### config.mk
export PLATFORM = sky130hd
export DESIGN_NAME = ptos_idle_multilane
export DESIGN_NICKNAME = d
export VERILOG_FILES = /design/src/rtl/ptos_pkg.sv /design/src/rtl/ptos_lane_shifter.sv /design/src/rtl/ptos_idle_multilane.sv
export SDC_FILE = /design/constraint.sdc
export NUM_CORES = 1
export LEC_CHECK = 0
export ABC_CLOCK_PERIOD_IN_PS = 2750
export BUFFER_PORTS_ARGS = -buffer_cell sky130_fd_sc_hd__buf_2
export CAP_MARGIN = 20
export CORE_MARGIN = 2
export CORE_UTILIZATION = 35
export DETAILED_ROUTE_END_ITERATION = 8
export GPL_ROUTABILITY_DRIVEN = 1
export PLACE_DENSITY = 0.67
export SLEW_MARGIN = 20
export SYNTH_ARGS = -nofsm -noshare
export SYNTH_HDL_FRONTEND = slang
export SYNTH_SLANG_ARGS = --single-unit
export TNS_END_PERCENT = 20
### constraint.sdc
create_clock -name clk -period 2.75 [get_ports clk]
set_input_delay 0.6875 -clock clk [delete_from_list [all_inputs] [get_ports clk]]
set_output_delay 0.6875 -clock clk [all_outputs]
set_load 0.005 [all_outputs]
### src/rtl/ptos_pkg.sv
// Shared types and constants for the multi-lane parallel-to-serial IDLE transmitter.
package ptos_pkg;

  typedef enum logic [1:0] {
    OFF,
    WARMUP,
    RUN
  } ptos_state_e;

  typedef enum logic [1:0] {
    LOAD_ZERO,
    LOAD_IDLE,
    LOAD_DATA
  } load_sel_e;

  localparam logic [7:0] K28_5 = 8'hBC;

  // Counter width that stays legal when the range collapses to a single value.
  function automatic int cnt_width(input int n);
    return (n > 1) ? $clog2(n) : 1;
  endfunction

endpackage

### src/rtl/ptos_lane_shifter.sv
// One serial lane: parallel load of a symbol, then one bit per clock from the selected edge.
module ptos_lane_shifter #(
  parameter int WIDTH     = 8,
  parameter bit MSB_FIRST = 1'b1
) (
  input  logic             clk,
  input  logic             reset,
  input  logic             load,
  input  logic [WIDTH-1:0] value,
  output logic             serial
);

  logic [WIDTH-1:0] sr;

  always_ff @(posedge clk) begin
    if (reset) begin
      sr <= '0;
    end else if (load) begin
      sr <= value;
    end else if (MSB_FIRST) begin
      sr <= {sr[WIDTH-2:0], 1'b0};
    end else begin
      sr <= {1'b0, sr[WIDTH-1:1]};
    end
  end

  assign serial = MSB_FIRST ? sr[WIDTH-1] : sr[0];

endmodule

### src/rtl/ptos_idle_multilane.sv
// Multi-lane serialiser: MIN_IDLE warm-up IDLEs after activation, then data or IDLE filler
// on a shared WIDTH-clock symbol boundary; one-cycle in_ready pulse at each accepting boundary.
module ptos_idle_multilane
  import ptos_pkg::*;
#(
  parameter int               WIDTH     = 8,
  parameter int               LANES     = 2,
  parameter logic [WIDTH-1:0] IDLE_SYM  = WIDTH'(K28_5),
  parameter int               MIN_IDLE  = 4,
  parameter bit               MSB_FIRST = 1'b1
) (
  input  logic                   clk,
  input  logic                   reset,
  input  logic                   active,
  input  logic [LANES*WIDTH-1:0] in_data,
  input  logic                   in_valid,
  output logic                   in_ready,
  output logic [LANES-1:0]       out_serial,
  output logic                   sym_start,
  output logic                   is_idle,
  output logic                   link_up
);

  localparam int CNT_W  = cnt_width(WIDTH);
  localparam int IDLE_W = cnt_width(MIN_IDLE + 1);

  ptos_state_e       state, state_nxt;
  logic [CNT_W-1:0]  cnt, cnt_nxt;
  logic [IDLE_W-1:0] idle_cnt, idle_nxt;
  logic              is_idle_nxt;
  logic              boundary;
  logic              load;
  load_sel_e         load_sel;

  assign boundary = (cnt == CNT_W'(WIDTH - 1));

  // Reset gates the handshake so no symbol is accepted on an edge that discards it.
  assign in_ready = !reset && active && boundary &&
                    ((state == RUN) ||
                     ((state == WARMUP) && (idle_cnt == IDLE_W'(MIN_IDLE))));

  assign link_up = (state == RUN);

  always_comb begin
    state_nxt   = state;
    cnt_nxt     = cnt;
    idle_nxt    = idle_cnt;
    is_idle_nxt = is_idle;
    load        = 1'b0;
    load_sel    = LOAD_ZERO;
    unique case (state)
      OFF: begin
        cnt_nxt = '0;
        if (active) begin
          state_nxt   = WARMUP;
          load        = 1'b1;
          load_sel    = LOAD_IDLE;
          idle_nxt    = IDLE_W'(1);
          is_idle_nxt = 1'b1;
        end
      end
      WARMUP, RUN: begin
        cnt_nxt = boundary ? '0 : cnt + CNT_W'(1);
        if (boundary) begin
          load = 1'b1;
          if (!active) begin
            state_nxt   = OFF;
            load_sel    = LOAD_ZERO;
            idle_nxt    = '0;
            is_idle_nxt = 1'b0;
          end else if ((state == WARMUP) && (idle_cnt < IDLE_W'(MIN_IDLE))) begin
            load_sel    = LOAD_IDLE;
            idle_nxt    = idle_cnt + IDLE_W'(1);
            is_idle_nxt = 1'b1;
          end else begin
            state_nxt = RUN;
            if (in_valid) begin
              load_sel    = LOAD_DATA;
              is_idle_nxt = 1'b0;
            end else begin
              load_sel    = LOAD_IDLE;
              is_idle_nxt = 1'b1;
            end
          end
        end
      end
      default: begin
        state_nxt = OFF;
        cnt_nxt   = '0;
      end
    endcase
  end

  always_ff @(posedge clk) begin
    if (reset) begin
      state     <= OFF;
      cnt       <= '0;
      idle_cnt  <= '0;
      is_idle   <= 1'b0;
      sym_start <= 1'b0;
    end else begin
      state     <= state_nxt;
      cnt       <= cnt_nxt;
      idle_cnt  <= idle_nxt;
      is_idle   <= is_idle_nxt;
      sym_start <= (state_nxt != OFF) && (cnt_nxt == '0);
    end
  end

  for (genvar i = 0; i < LANES; i++) begin : g_lane
    logic [WIDTH-1:0] value;

    always_comb begin
      value = '0;
      unique case (load_sel)
        LOAD_IDLE: value = IDLE_SYM;
        LOAD_DATA: value = in_data[i*WIDTH +: WIDTH];
        default:   value = '0;
      endcase
    end

    ptos_lane_shifter #(
      .WIDTH     (WIDTH),
      .MSB_FIRST (MSB_FIRST)
    ) u_shifter (
      .clk    (clk),
      .reset  (reset),
      .load   (load),
      .value  (value),
      .serial (out_serial[i])
    );
  end

endmodule

==> summary.txt, run 1 <==
Outcome
  • Outcome: finished, final reports clean

Power
  • Peak VDD IR: 0.000153 V
  • Combinational power share: 0.142
  • Clk pwr share: 0.385
  • Lkg Pwr: 0.624 nW
  • Sequential power share: 0.473
  • Pint: 0.631 mW
  • Psw: 0.198 mW
  • Power Dens Cells: 538 mW/mm2
  • Switching share of power: 0.239

Yosys
  • Top_reg_cell synth: dfxtp_1
  • Area share of the largest cell type after synthesis: 0.395
  • Unique cell type count in the Yosys netlist: 32
  • Post-synth EDFFs: 0
  • Area contributors post-synth: dfxtp_1 (40%), a21oi_1 (11%), ha_1 (9.5%), or3_1 (6.2%), nand2_1 (5.7%)
  • Synthesized Nets: 190
  • Synthesized area: between 0.001 and 0.0015 mm2
  • Sequential share of the synthesized area: 0.395
  • Synth area leader: dfxtp_1
  • Async set-reset flop share out of synthesis: 0
  • Post-synth top cells: a21oi_1 (30), dfxtp_1 (26), nand2_1 (20), or3_1 (13), ha_1 (10)
  • Yosys reg bits: 26
  • Yosys Warn Count: 0
  • Syn_area_per_cell: 8.23 um2
  • Cells after Synth: 160
  • Most common cell in the netlist: a21oi_1

Floorplan
  • Die height: approximately 65 um
  • Die width: 65.3 um
  • Row count: 22
  • Starting Density: 0.362
  • I/O Pins: 26
  • Die area: 0.00427 mm2
  • Core area: between 0.003 and 0.004 mm2

Finish
  • Layout area overhead: 16.9%
  • Inserted Diodes: 0
  • Share of cells above drive strength 1: 0.199
  • Fin nets: 212

Setup path
  • Data required, critical path: 2.96 ns
  • Startpoint Class: flop
  • Setup slack, reg-to-reg: 0.21 ns
  • CP endpoint kind: flop
  • Crit path buffers/inverters: 2
  • CP Cell Sequence: inv_1, ha_1, nand2_1, a21o_4, buf_4, nor3_1, ha_1, a21oi_1, or3_1, a21oi_1
  • CP top delay family: adder cells
  • Slowest-stage cell, CP: dfxtp_1
  • Peak fanout along the critical path: 25
  • Largest stage delay, worst path: 0.38 ns
  • WP data arrival: 2.75 ns
  • Critical setup path kind: flop to flop

Clock network
  • Root buf cell: clkbuf_8
  • Reg clk slew, reported paths: 0.09 ns
  • CTS tree: built
  • Worst skew pair latency: 0.27 ns
  • Inserted Clock Buffers: 3
  • Number of setup buffers added after CTS: 0
  • Sink Count: 26
  • Hold_buf cts: 0
  • CTS H-Tree Depth: 1
  • Post-cts repair resize count: 0
  • Longest Clk Path Bufs: 2

Worst hold path
  • Hold Crit Class: flop to flop

GRT
  • All-Layer GR Usage: 0.138
  • Vias in the first global route: between 1000 and 1500
  • Largest net degree at the start of global routing: 28
  • Initial antenna violation count: 0
  • Total gr overflow: 0
  • First-pass GRT wire length: ~4500 um

Routing
  • Remaining antenna violation count: 0
  • Wire per inst: around 12 um
  • Drt drc: 0
  • Final wirelength: 2780 um
  • Drt via density: a little over 5
  • Vias: 1151
  • Drt pass-1 iters: 4
  • 1st-iter DRT viols: 74

STA
  • Fin. max-slew vios: 0
  • Tmin final: 2.54 ns
  • RSZ-0062 raised after global routing: no
  • Setup TNS: 0 ns
  • Endpoints failing setup: 0
  • Final hold slack: between 0.4 and 0.5 ns
  • Slew HR: 0.635
  • Slew @ Worst Pin: 0.548 ns
  • Final hold vios: 0
  • Period utilization: 0.924
  • Max Freq: 393 MHz
  • Skew final: 0.00351 ns

Placed design
  • DP HPWL: between 1500 and 2000 um
  • Gpl congestion: 0.826
  • I/O Buffers: 25

Job
  • Max_cap viols: 0
cell type report:
cell class / instances / area (um2)
repair buffers: 29 / 155
clock inverters: 1 / 30.0
multi-input cells: 114 / 702
well taps: 48 / 60.1
clock buffers: 3 / 41.3
fillers: 410 / 2090
inverters: 8 / 30.0
flip-flops and latches: 26 / 520
metrics by stage:
stage                     utilization  worst slack (ns)  total power, mW  std cells  area (um2)
after floorplan                     -             0.287            0.480        160        1320
after global placement          0.404             0.258            0.518        225        1470
after detailed placement        0.404             0.223            0.518        225        1470
after CTS                       0.424             0.202            0.838        229        1540
after global routing            0.424            0.0172            0.869        229        1540
final                           0.424             0.209            0.829        229        1540
routing by layer:
metal	global-route usage	wire [um]	part of all wire	vias to the layer above
li1	-	-	-	596
met1	0.180	1380	0.50	529
met2	0.216	1230	0.44	22
met3	0.0240	100	0.036	4
met4	0.0781	68	0.024	0
met5	0	0	0	-
layout by cell type (no fill, tap or decap), drive strengths merged, types with 6 or more instances in the layout:
master,count
a21oi,30
buf,29
dfxtp,26
ha,10
inv,8
nand2,21
nand3,6
nor2,6
or3,13
cells by family (layout without fill, tap and decap cells):
logic type	after synthesis	count (layout)	share of synthesized area
buffers and inverters	20	41	0.0713
adder cells (fa/ha/maj)	10	10	0.0951
AO/OA/AOI/OAI	40	40	0.180
flip-flops	26	26	0.395
multiplexers	1	1	0.00760
AND/OR/NAND/NOR	63	63	0.251
sequential cells by signal, summed over array words and instances (netlist names):
| name | count |
|---|---|
| cnt | 3 |
| idle_cnt | 3 |
| sym_start | 1 |
| g_lane.u_shifter.sr | 16 |
| state | 2 |
| is_idle | 1 |
final timing paths:
path,from,to,cells after the start
min,g_lane[0].u_shifter.sr[1],g_lane[0].u_shifter.sr[2],2
max reg2reg,state[1],g_lane[1].u_shifter.sr[5],10
min reg2reg,g_lane[0].u_shifter.sr[1],g_lane[0].u_shifter.sr[2],2
max,state[1],g_lane[1].u_shifter.sr[5],10
worst min-delay path, cell delays in order, from the launching register on:
cell,delay [ns]
dfxtp_1,0.31
nand2_1,0.05
a21oi_1,0.05
power groups by stage:
stage	sequential [mW]	combinational [mW]	clock, mW
3_3_place_gp	0.400	0.118	0
2_1_floorplan	0.400	0.0799	0
5_1_grt	0.393	0.131	0.344
3_5_place_dp	0.401	0.117	0
4_1_cts	0.392	0.118	0.328
6_report	0.392	0.118	0.319
(Power assumes the default switching activity.)
==> run 2: changes to the inputs <==
- MAX_ROUTING_LAYER: unset -> met4
==> run 2 against run 1 <==
  * Die area is the same
  * Flip-flop and latch count unchanged
  * Fmax down 0.10%
  * Global-route usage grew 0.37 points
  * Non-clock buffer count did not move
  * Register-to-register slack about the same
  * Routed wire length barely moved
==> summary.txt, run 2 (synthesis results as in run 1) <==
Placed design
  • Placed cells: 225 (unchanged)
  • DP HPWL: 2000 um (unchanged)
  • Gpl congestion: 0.839 (+1.5%)
  • I/O Buffers: 25 (unchanged)
  • Placed cell area: 0.00147 mm2 (unchanged)

STA
  • Period utilization: 0.925 (+0.000933)
  • Skew final: 0.00398 ns (+0.000471 ns)
  • Max Freq: 393 MHz (-0.10%)
  • RSZ-0062 raised after global routing: no
  • Slew HR: 0.635 (about the same)
  • Final hold vios: 0 (unchanged)
  • Endpoints failing setup: 0 (unchanged)
  • Fin. max-slew vios: 0 (unchanged)
  • Slew @ Worst Pin: 0.548 ns (+0.000262 ns)
  • Tmin final: 2.54 ns (+0.00257 ns)
  • Setup TNS: 0 ns (unchanged)
  • Final hold slack: 0.440 ns (-0.00000100 ns)

Clock network
  • Hold_buf cts: 0 (unchanged)
  • Reg clk slew, reported paths: 0.09 ns (about the same)
  • Worst skew pair latency: 0.27 ns (about the same)
  • Root buf cell: clkbuf_8
  • Longest Clk Path Bufs: 2 (unchanged)
  • Number of setup buffers added after CTS: 0 (unchanged)
  • CTS H-Tree Depth: 1 (unchanged)
  • Post-cts repair resize count: 0 (unchanged)
  • CTS tree: built
  • Sink Count: 26 (unchanged)
  • Inserted Clock Buffers: 3 (unchanged)

Power
  • Lkg Pwr: 0.624 nW (unchanged)
  • Peak VDD IR: 0.000153 V (-0.24%)
  • Power Dens Cells: 538 mW/mm2 (about the same)
  • Tot Pwr: 0.828 mW (about the same)

Routing
  • Drt drc: 0 (unchanged)
  • Vias: 1154 (+0.26%)
  • Drt pass-1 iters: 4 (unchanged)
  • Wire per inst: 12.1 um (about the same)
  • 1st-iter DRT viols: 74 (unchanged)
  • Final wirelength: 2780 um (about the same)
  • Drt via density: 5.04 (+0.26%)
  • Remaining antenna violation count: 0 (unchanged)

Setup path
  • Peak fanout along the critical path: 25 (unchanged)
  • Startpoint Class: flop
  • CP endpoint kind: flop
  • Data required, critical path: 2.96 ns (about the same)
  • WP data arrival: 2.75 ns (about the same)
  • Critical setup path kind: flop to flop

Finish
  • Inserted Diodes: 0 (unchanged)
  • Top Registers: g_lane.u_shifter.sr x16, cnt x3, idle_cnt x3
  • Most frequent cells in the layout: a21oi_1 (30), dfxtp_1 (26), buf_2 (25)
  • Post-Layout Inst Area: 0.00154 mm2 (unchanged)
  • Post-Layout Cell Count: 229 (unchanged)
  • Max reg flops: 16 (unchanged)
  • Share of cells above drive strength 1: 0.199 (unchanged)
  • Fin nets: 212 (unchanged)
  • Leading cell type in the layout, fill and taps excluded: a21oi_1
  • Largest reg by FF count: g_lane.u_shifter.sr
  • Layout area overhead: 16.9% (unchanged)

Floorplan
  • Die area: 0.00427 mm2 (unchanged)
  • Die height: 65.3 um (unchanged)
  • Starting Density: 0.362 (unchanged)
  • Row count: 22 (unchanged)
  • Die width: 65.3 um (unchanged)
  • Core area: 0.00363 mm2 (unchanged)
  • I/O Pins: 26 (unchanged)

Job
  • Max_cap viols: 0 (unchanged)

Worst hold path
  • Hold Crit Class: flop to flop

GRT
  • Vias in the first global route: 1025 (unchanged)
  • All-Layer GR Usage: 0.142 (+0.00370)
  • Largest net degree at the start of global routing: 28 (unchanged)
  • Total gr overflow: 0 (unchanged)
  • First-pass GRT wire length: 4490 um (-0.13%)
  • Initial antenna violation count: 0 (unchanged)

Outcome
  • Outcome: finished, final reports clean
run 2: cell counts in the layout (fill, tap and decap cells not counted):
No cell type changed its count.
run 2: final cells by class:
cell class | count | area [um2]
clock buffers | 3 | 41.3
clock inverters | 1 | 30.0
fillers | 410 | 2090
inverters | 8 | 30.0
multi-input cells | 114 | 702
flip-flops and latches | 26 | 520
well taps | 48 | 60.1
repair buffers | 29 | 155
run 2: path summary, 6_finish.rpt:
| kind | from | end | slack [ns] | depth (start not counted) |
|---|---|---|---|---|
| hold / removal | g_lane[0].u_shifter.sr[1] | g_lane[0].u_shifter.sr[2] | 0.44 | 2 |
| setup reg to reg | state[1] | g_lane[1].u_shifter.sr[5] | 0.21 | 10 |
| setup / recovery | state[1] | g_lane[1].u_shifter.sr[5] | 0.21 | 10 |
| hold reg to reg | g_lane[0].u_shifter.sr[1] | g_lane[0].u_shifter.sr[2] | 0.44 | 2 |
run 2: where the power goes:
part / internal, mW / switching, mW
Combinational: 0.0492 / 0.0686
Sequential: 0.386 / 0.00529
Clock: 0.195 / 0.124
Total: 0.630 / 0.198
run 2: metrics by stage:
| stage | worst slack, ns | util |
|---|---|---|
| after floorplan | 0.287 | - |
| after global placement | 0.258 | 0.404 |
| after detailed placement | 0.223 | 0.404 |
| after CTS | 0.202 | 0.424 |
| after global routing | 0.0172 | 0.424 |
| final | 0.206 | 0.424 |
run 2: worst max-delay path: stages (launching register included):
cell and delay (ns):
dfxtp_1 0.38, inv_1 0.08, ha_1 0.36, nand2_1 0.12
a21o_4 0.22, buf_4 0.20, nor3_1 0.20, ha_1 0.38
a21oi_1 0.07, or3_1 0.32, a21oi_1 0.15
run 2: routing by layer:
metal,vias to the layer above,GRT usage,share of wire
met5,-,-,0
met4,0,0.0781,0.025
met3,5,0.0240,0.037
met2,23,0.216,0.44
li1,596,-,-
met1,530,0.180,0.49
==> run 3: changes to the inputs <==
- ABC_AREA: unset -> 1
- CAP_MARGIN: 20 -> unset
- RECOVER_POWER: unset -> 50
==> run 3 against run 2 <==
  * Sequential power up 1%
  * Power up 3.0%
  * Area after synthesis up 6.0%
  * Via count up 5.2%
  * Routed wire length down 4.4%
  * Clock skew up 0.00062 ns
  * Critical path depth up 1
  * Highest routed layer unchanged
  * Non-clock buffer count down 4
  * Fmax up 9.4%
  * Cell area up 3.9%
  * Setup slack better by 0.22 ns
  * Global-route usage down 0.51 points
==> summary.txt, run 3 <==
GRT
  • First-pass GRT wire length: 4550 um (+1.4%)
  • Initial antenna violation count: 0 (unchanged)
  • Total gr overflow: 0 (unchanged)
  • All-Layer GR Usage: 0.137 (-0.00513)
  • Vias in the first global route: 1078 (+5.2%)
  • Largest net degree at the start of global routing: 16 (-43%)

Finish
  • Most frequent cells in the layout: nand2_1 (81), dfxtp_1 (26), inv_1 (23)
  • Max reg flops: 16 (unchanged)
  • Top Registers: g_lane.u_shifter.sr x16, cnt x3, idle_cnt x3
  • Largest reg by FF count: g_lane.u_shifter.sr
  • Utilization after layout: 0.427 (+0.00359)
  • Share of cells above drive strength 1: 0.181 (-0.0179)
  • Inserted Diodes: 0 (unchanged)
  • Fin nets: 252 (+19%)
  • Layout area overhead: 14.6%
  • Leading cell type in the layout, fill and taps excluded: nand2_1

STA
  • RSZ-0062 raised after global routing: no
  • Skew final: 0.00460 ns (+0.000620 ns)
  • Fin. max-slew vios: 0 (unchanged)
  • Setup TNS: 0 ns (unchanged)
  • Tmin final: 2.33 ns (-0.218 ns)
  • Slew HR: 0.698 (+0.0634)
  • Final hold vios: 0 (unchanged)
  • Max Freq: 430 MHz (+9.4%)
  • Slew @ Worst Pin: 0.453 ns (-0.0950 ns)
  • Period utilization: 0.846 (-0.0794)
  • Endpoints failing setup: 0 (unchanged)
  • Final hold slack: 0.432 ns (-0.00847 ns)

Job
  • Max_cap viols: 0 (unchanged)

Setup path
  • WP data arrival: 2.51 ns (-0.24 ns)
  • Setup slack, reg-to-reg: 0.42 ns (+0.22 ns)
  • Startpoint Class: flop
  • Reg2reg path depth: 11 (+1)
  • Critical setup path kind: flop to flop
  • Worst reg2reg endpoint: g_lane[0].u_shifter.sr[3]
  • FF-to-FF Start: state[0]
  • Peak fanout along the critical path: 10 (-60%)
  • Data required, critical path: 2.93 ns (-0.03 ns)
  • CP endpoint kind: flop

Yosys
  • Top_reg_cell synth: dfxtp_1
  • Yosys reg bits: 26 (unchanged)
  • Synthesized Nets: 228 (+20%)
  • Async set-reset flop share out of synthesis: 0 (unchanged)
  • Sequential share of the synthesized area: 0.373 (-0.0223)
  • Post-synth EDFFs: 0 (unchanged)
  • Synth area leader: dfxtp_1
  • Yosys Warn Count: 0 (unchanged)
  • Cells after Synth: 198 (+24%)
  • Area share of the largest cell type after synthesis: 0.373 (-0.0223)
  • Area contributors post-synth: dfxtp_1 (37%), nand2_1 (22%), ha_1 (9.0%), inv_1 (6.2%), o21ai_2 (5.0%)
  • Synthesized area: 0.00140 mm2 (+6.0%)
  • Unique cell type count in the Yosys netlist: 23 (-28%)
  • Syn_area_per_cell: 7.05 um2 (-14%)
  • Post-synth top cells: nand2_1 (81), dfxtp_1 (26), inv_1 (23), nor2_1 (16), ha_1 (10)
  • Most common cell in the netlist: nand2_1

Routing
  • Drt pass-1 iters: 5 (+1)
  • Remaining antenna violation count: 0 (unchanged)
  • Drt via density: 4.51 (-10%)
  • Final wirelength: 2660 um (-4.4%)
  • Drt drc: 0 (unchanged)
  • Wire per inst: 9.89 um (-19%)
  • Vias: 1214 (+5.2%)
  • 1st-iter DRT viols: 44 (-41%)

Clock network
  • Hold_buf cts: 0 (unchanged)
  • Number of setup buffers added after CTS: 0 (unchanged)
  • CTS tree: built
  • Root buf cell: clkbuf_8
  • Longest Clk Path Bufs: 2 (unchanged)
  • Worst skew pair latency: 0.28 ns (about the same)
  • Reg clk slew, reported paths: 0.10 ns (about the same)
  • Inserted Clock Buffers: 3 (unchanged)
  • Sink Count: 26 (unchanged)
  • Post-cts repair resize count: 0 (unchanged)
  • CTS H-Tree Depth: 1 (unchanged)

Power
  • Lkg Pwr: 0.787 nW (+26%)
  • Tot Pwr: 0.854 mW (+3.0%)
  • Peak VDD IR: 0.000181 V (+18%)
  • Power Dens Cells: 534 mW/mm2 (-0.82%)

Worst hold path
  • WHS Path Cells: 2 (unchanged)
  • Hold path startpoint: g_lane[1].u_shifter.sr[0]
  • Hold Crit Class: flop to flop
  • Worst Hold Endpoint: g_lane[1].u_shifter.sr[1]

Floorplan
  • I/O Pins: 26 (unchanged)
  • Core area: 0.00374 mm2 (+3.0%)
  • Die height: 67.1 um (+2.8%)
  • Row count: 22 (unchanged)
  • Die area: 0.00451 mm2 (+5.6%)
  • Die width: 67.1 um (+2.8%)
  • Starting Density: 0.373 (+0.0104)

Placed design
  • DP HPWL: 1970 um (-1.4%)
  • Gpl congestion: 0.887 (+5.7%)
  • I/O Buffers: 25 (unchanged)

Outcome
  • Outcome: finished, final reports clean
-- run 3: changes by cell type after synthesis, moves of 3 or more --
| cell | delta |
|---|---|
| nor2b_1 | -3 |
| nand2b_1 | -3 |
| a21oi_1 | -25 |
| o21ai_2 | +8 |
| nor2_1 | +10 |
| nand2_1 | +61 |
| clkbuf_1 | -4 |
| a311oi_1 | -3 |
| or3_1 | -13 |
| o21ai_0 | +3 |
| inv_1 | +15 |
-- run 3: kinds of logic (layout without fill, tap and decap cells) --
| family | after synthesis | in the layout | synth area share |
|---|---|---|---|
| and+or+nand+nor | 110 | 110 | 0.325 |
| DFF | 26 | 26 | 0.373 |
| adders and majority gates | 10 | 10 | 0.0897 |
| AOI/OAI and AO/OA | 20 | 20 | 0.109 |
| buffers and inverters | 32 | 55 | 0.103 |
-- run 3: critical path, cell delays in order, from the launching register on --
cell	delay, ns
dfxtp_1	0.37
inv_1	0.08
ha_1	0.40
inv_2	0.09
o21ai_4	0.22
nand2_1	0.07
a21oi_1	0.19
inv_1	0.07
ha_1	0.28
clkinv_1	0.22
nand2_1	0.17
o21ai_2	0.07
-- run 3: per-layer routing --
metal / track usage / vias up / share of wire / wire length [um]
met5: - / - / 0 / 0
met3: 0.0233 / 5 / 0.036 / 97
li1: - / 650 / - / -
met4: 0.0689 / 0 / 0.024 / 65
met2: 0.213 / 22 / 0.46 / 1220
met1: 0.171 / 537 / 0.48 / 1280
-- run 3: layout make-up --
class                   instances  area (um2)
multi-input cells             140         728
flip-flops and latches         26         520
clock inverters                 1        30.0
fillers                       431        2140
well taps                      48        60.1
repair buffers                 25         121
inverters                      26        97.6
clock buffers                   3        41.3
-- run 3: where the power goes --
part	internal (mW)	total [mW]	switching, mW
registers	0.389	0.397	0.00752
clock network	0.195	0.325	0.130
logic	0.0472	0.132	0.0846
total	0.632	0.854	0.222
-- run 3: metrics by stage --
step / area [um2] / instances / worst slack (ns)
after global placement: 1530 / 265 / 0.494
after global routing: 1600 / 269 / 0.197
after detailed placement: 1530 / 265 / 0.453
after CTS: 1610 / 269 / 0.407
after floorplan: 1400 / 198 / 0.669
final: 1600 / 269 / 0.424
-- run 3: worst max-delay path by stage --
stage / start / to / slack [ns] / depth (start not counted)
2_1_floorplan: state[0] / g_lane[0].u_shifter.sr[1] / 0.67 / 13
3_3_place_gp: active / g_lane[1].u_shifter.sr[7] / 0.49 / 10
3_5_place_dp: state[0] / g_lane[1].u_shifter.sr[5] / 0.45 / 11
4_1_cts: state[0] / g_lane[1].u_shifter.sr[5] / 0.41 / 11
5_1_grt: state[1] / g_lane[1].u_shifter.sr[3] / 0.20 / 11
6_report: state[0] / g_lane[0].u_shifter.sr[3] / 0.42 / 11
